==> src/rtl/fdct2d_quant.sv <==
// fdct2d_quant: forward 8x8 2D DCT (row then column pass on one MAC) with reciprocal quantizer
module fdct2d_quant #(
   parameter int CW = 14,
   parameter int QW = 16
) (
   input  logic        clk,
   input  logic        reset,
   output logic        rdy,
   input  logic        en,
   input  logic [5:0]  iaddr,
   input  logic [7:0]  idata,
   input  logic        iwren,
   output logic [5:0]  maddr,
   input  logic [15:0] mq,
   output logic [5:0]  oaddr,
   output logic [15:0] odata,
   output logic        owren
);
   typedef enum logic [1:0] {IDLE, ROW, COL, OUT} state_t;
   // cos(m*pi/16) for m=0..8 in Q16, rounded down to Q1.CW/2 in cosv
   localparam logic [16:0] TCOS [9] = '{17'd65536, 17'd64277, 17'd60547, 17'd54491, 17'd46341,
                                        17'd36410, 17'd25080, 17'd12785, 17'd0};
   state_t state;
   logic [2:0] blk, k;
   logic [3:0] n;
   logic signed [31:0] acc, prod, sh;
   logic signed [15:0] a [64];
   logic signed [15:0] b [64];
   logic signed [15:0] x, wb, av;
   logic [16:0] mag;
   logic [15:0] qm, qv, odata_q;

   // k=0 uses cos(pi/4), which equals the c(0)=1/sqrt2 scaling
   function automatic logic signed [15:0] cosv(input logic [2:0] kk, input logic [2:0] nn);
      logic [4:0] m, r;
      logic [3:0] idx;
      logic [15:0] t;
      m = (kk == 3'd0) ? 5'd4 : 5'({2'b0, nn, 1'b1} * {3'b0, kk});
      r = (m > 5'd16) ? 5'd0 - m : m;
      idx = (r > 5'd8) ? 4'(5'd16 - r) : r[3:0];
      t = 16'(({1'b0, TCOS[idx]} + (18'd1 << (16 - CW))) >> (17 - CW));
      return (r > 5'd8) ? -t : t;
   endfunction

   // MAC operand, rounded/saturated writeback value and quantizer datapath
   always_comb begin
      x = (state == ROW) ? a[{blk, n[2:0]}] : b[{n[2:0], blk}];
      prod = 32'(x) * 32'(cosv(k, n[2:0]));
      sh = (acc + (32'sd1 <<< (CW - 1))) >>> CW;
      wb = (sh > 32'sd32767) ? 16'sh7fff : (sh < -32'sd32768) ? 16'sh8000 : sh[15:0];
      av = a[oaddr];
      mag = av[15] ? 17'(-{av[15], av}) : {1'b0, av};
      qm = 16'(({17'd0, mag} * {18'd0, mq} + (34'd1 << (QW - 1))) >> QW);
      qv = av[15] ? -qm : qm;
   end

   assign rdy = state == IDLE;
   assign odata = owren ? qv : odata_q;

   // sequencer: 9 cycles per coefficient over both passes, then a primed 64-cycle output burst
   always_ff @(posedge clk) begin
      if (reset) begin
         state <= IDLE;
         blk <= '0;
         k <= '0;
         n <= '0;
         acc <= '0;
         maddr <= '0;
         oaddr <= '0;
         owren <= 1'b0;
         odata_q <= '0;
      end else begin
         if (owren) odata_q <= qv;
         case (state)
            IDLE: if (en) state <= ROW;
            ROW, COL: begin
               acc <= (n == 4'd0) ? prod : acc + prod;
               n <= n[3] ? 4'd0 : n + 4'd1;
               if (n[3]) begin
                  k <= k + 3'd1;
                  if (k == 3'd7) blk <= blk + 3'd1;
                  if (k == 3'd7 && blk == 3'd7) begin
                     state <= (state == ROW) ? COL : OUT;
                     maddr <= '0;
                  end
               end
            end
            OUT: begin
               owren <= !(owren && oaddr == 6'd63);
               oaddr <= owren ? oaddr + 6'd1 : 6'd0;
               maddr <= maddr + 6'd1;
               if (owren && oaddr == 6'd63) state <= IDLE;
            end
         endcase
      end
   end

   // A: level-shifted pixels in IDLE, column-pass results in COL
   always_ff @(posedge clk) begin
      if (!reset && state == IDLE && iwren) a[iaddr] <= {{8{~idata[7]}}, ~idata[7], idata[6:0]};
      else if (!reset && state == COL && n[3]) a[{k, blk}] <= wb;
   end

   // B: row-pass results
   always_ff @(posedge clk) begin
      if (!reset && state == ROW && n[3]) b[{blk, k}] <= wb;
   end
endmodule

==> config.mk <==
export PLATFORM = sky130hd
export DESIGN_NAME = fdct2d_quant
export DESIGN_NICKNAME = d
export VERILOG_FILES = /design/src/rtl/fdct2d_quant.sv
export SDC_FILE = /design/constraint.sdc
export NUM_CORES = 2
export LEC_CHECK = 0
export BUFFER_PORTS_ARGS = -buffer_cell sky130_fd_sc_hd__buf_2
export CAP_MARGIN = 20
export CORE_ASPECT_RATIO = 0.75
export CORE_MARGIN = 5
export CORE_UTILIZATION = 35
export DETAILED_ROUTE_END_ITERATION = 16
export HOLD_SLACK_MARGIN = 0.06
export PLACE_DENSITY = 0.55
export SYNTH_ARGS = -nofsm -noshare
export SYNTH_HDL_FRONTEND = slang
export SYNTH_SLANG_ARGS = --single-unit
==> constraint.sdc <==
create_clock -name clk -period 37.8 [get_ports clk]
set_input_delay 5.67 -clock clk [delete_from_list [all_inputs] [get_ports clk]]
set_output_delay 5.67 -clock clk [all_outputs]
set_load 0.01 [all_outputs]
==> impl_results.md <==
* Final TNS setup at 0 ns
* Total of max-cap violations at 0
* Tcrit/Tclk final at 55.2%
* Fmax at 47.9 MHz
* Leak at 42.3 nW
* Die H at 499 um
* DR iter-0 viols at 8223
* Die Footprint at 330000 um^2
* WP data required at 32.13 ns
* Setup violators final at 0
* HP Class: register to register
* Core box area at 317000 um^2
* # hold bufs at CTS at 0
* Drt wl/cell at 29.5 um
* Final Hold Fails at 0
* CTS tree: yes
* RSZ-0062 raised after global routing: false
* Vias per cell at 5.77
* CP max stage cell: dfxtp_4
* Vias in the first global route at 68500
* Clock transition at path regs at 0.06 ns
* Worst hold margin at 0.486 ns
* H-Tree Depth at 4
* Initial core utilization at 35.2%
* Reg2reg path depth at 57
* Crit-path max cell delay at 0.92 ns
* CP endpoint kind: output pin
* Critical path launch point type: register
* Fin cells at 11900
* Total GRT Usage at 20.9%
* Vias at 68900
* Initial antenna violation count at 17
* Setup slack at placement at 17.67 ns
* Post-route cell area at 125000 um^2
* CTS max path bufs at 4
* Max VDD drop at 0.000284 V
* Gpl congestion at 0.862
* Pin count of the biggest net entering global routing at 132
* First-pass detailed-route iteration total at 8
* Layout cells sized above 1 at 19.8%
* Remaining Overflow, GRT at 0
* WHS Path Cells at 2
* Asr flop ratio synth at 0%
* Area of the mapped netlist at 112000 um^2
* Power, Total at 12.4 mW
* Worst endpoint data arrival time at 15.19 ns
* DRC viols at 0
* Clk sinks at 2127
* Worst slew pin tran at 1.26 ns
* Area after DPL at 118000 um^2
* # port buffers at 63
* TritonCTS Buffers at 227
* Most used DFF post-synth: edfxtp_1
* Post-CTS setup buffer count at 0
* Setup WS post-layout at 16.94 ns
* Site Rows at 179
* Post-synth top area share at 55.1%
* Num ports at 64
* Post-DP HPWL at 220000 um
* Cell variety after synth at 90
* Type of the worst setup path: register to output pin
* Commonest non-fill, non-tap cell in the layout: edfxtp_1
* Pwr dens at 99.2 nW/um^2
* Clock root buffer: clkbuf_16
* Clk_lat worst skew at 0.93 ns
* Final Max Slew Viols at 0
* Outcome: finished, final reports clean
* Min Tclk post-route at 20.86 ns
* Final Skew at 0.128 ns
* First-pass GRT wire length at 504000 um
* Top post-synthesis cells by area: edfxtp_1, mux4_2, fa_1
* Nets at 8269
* Critical path fanouts, max at 48
* Final WL at 352000 um
* Die width at 662 um
* Syn_area_per_cell at 15.0 um^2
* Worst reg2reg setup slack at 21.67 ns
* CTS resizes at 0
* Final Util at 39.6%
* Area leader, netlist: edfxtp_1
* CP dominant cell by count: fa_1
* Number of synthesis warnings at 0
* Post-synth EDFFs at 2048
* FF+latch count, synth at 2127
* Slew headroom at 15.8%
* Antenna-violating nets left at 0
* Commonest non-fill, non-tap cells in the layout: edfxtp_1, mux4_2, inv_1, nand2_1, fa_1
* Placed cell count at 11500
* Seq/Total Area, Yosys at 56.6%
* Mapped Cells at 7415
* Area grow syn2layout at 12.5%
-- state kept, by name, summed over array words and instances (netlist names), 3 cells and up, named ones only --
| register | count |
|---|---|
| oaddr | 6 |
| n | 4 |
| maddr | 6 |
| a | 1024 |
| b | 1024 |
| acc | 32 |
| blk | 3 |
| k | 3 |
| odata_q | 16 |
-- synthesized netlist by cell type (all sizes together) (18+ instances only) --
cell type / instances
a211oi: 57
a21o: 34
a21oi: 194
a311oi: 23
a31oi: 27
and2: 163
and3: 39
buf: 168
clkbuf: 268
dfxtp: 79
edfxtp: 2048
fa: 473
ha: 248
inv: 573
mux2: 115
mux2i: 103
mux4: 642
nand2: 507
nand2b: 27
nand3: 45
nand4: 22
nor2: 466
nor2b: 61
nor3: 59
nor4: 36
o211ai: 18
o21ai: 183
o221ai: 52
o22a: 32
o22ai: 285
o31ai: 23
or3: 21
xnor2: 99
xor2: 45
-- worst max-delay path: cells and delay by family, from the launching register on --
kind	cells	cell delay [ns]
mux	4	2.14
xor+xnor	2	0.42
buf+inv	10	3.35
simple gates	13	2.71
compound gates	5	1.25
flops	1	0.92
fa+ha+maj	7	3.41
-- where the power goes --
| group | leakage, nW | total, mW | switching, mW | internal [mW] |
|---|---|---|---|---|
| sequential | 19.2 | 2.81 | 0.0180 | 2.79 |
| clock | 3.51 | 2.21 | 0.932 | 1.28 |
| combinational | 19.6 | 7.42 | 4.65 | 2.77 |
| total | 42.3 | 12.4 | 5.60 | 6.84 |
-- area by class of cell --
cell class                 count  area [um^2]
inverter                     575         2160
timing repair buffer         293         2250
sequential                  2127        63100
multi-input combinational   4290        45300
antenna                        5         12.5
clock buffer                 287         6000
tap                         4253         5320
clock inverter               117         1250
fill                       29100       192000
-- kinds of logic after synthesis --
group                      after synthesis  share of synthesized area [%]
and+or+nand+nor                       1493                           6.14
DFF                                   2127                           56.6
adders and majority gates              721                           11.3
xor gates and xnor gates               145                           1.15
other                                    2                        0.00673
AOI/OAI and AO/OA                     1056                           6.19
muxes                                  860                           15.1
buffers and inverters                 1011                           3.59
-- per-layer routing --
layer / up-vias / share of wire (%) / global-route usage, % / routed length, um
met5: - / 0.039 / 0.273 / 138
met2: 3457 / 44 / 30.5 / 153000
met3: 499 / 10 / 4.78 / 36500
li1: 28400 / - / - / -
met4: 4 / 3.1 / 6.03 / 11000
met1: 36600 / 43 / 31.2 / 151000
-- worst paths after layout --
path	startpoint	endpoint
max	register	odata[12]
max reg2reg	k[2]	acc[31]
min reg2reg	acc[5]	acc[5]
min	acc[5]	acc[5]
(Power assumes the default switching activity.)
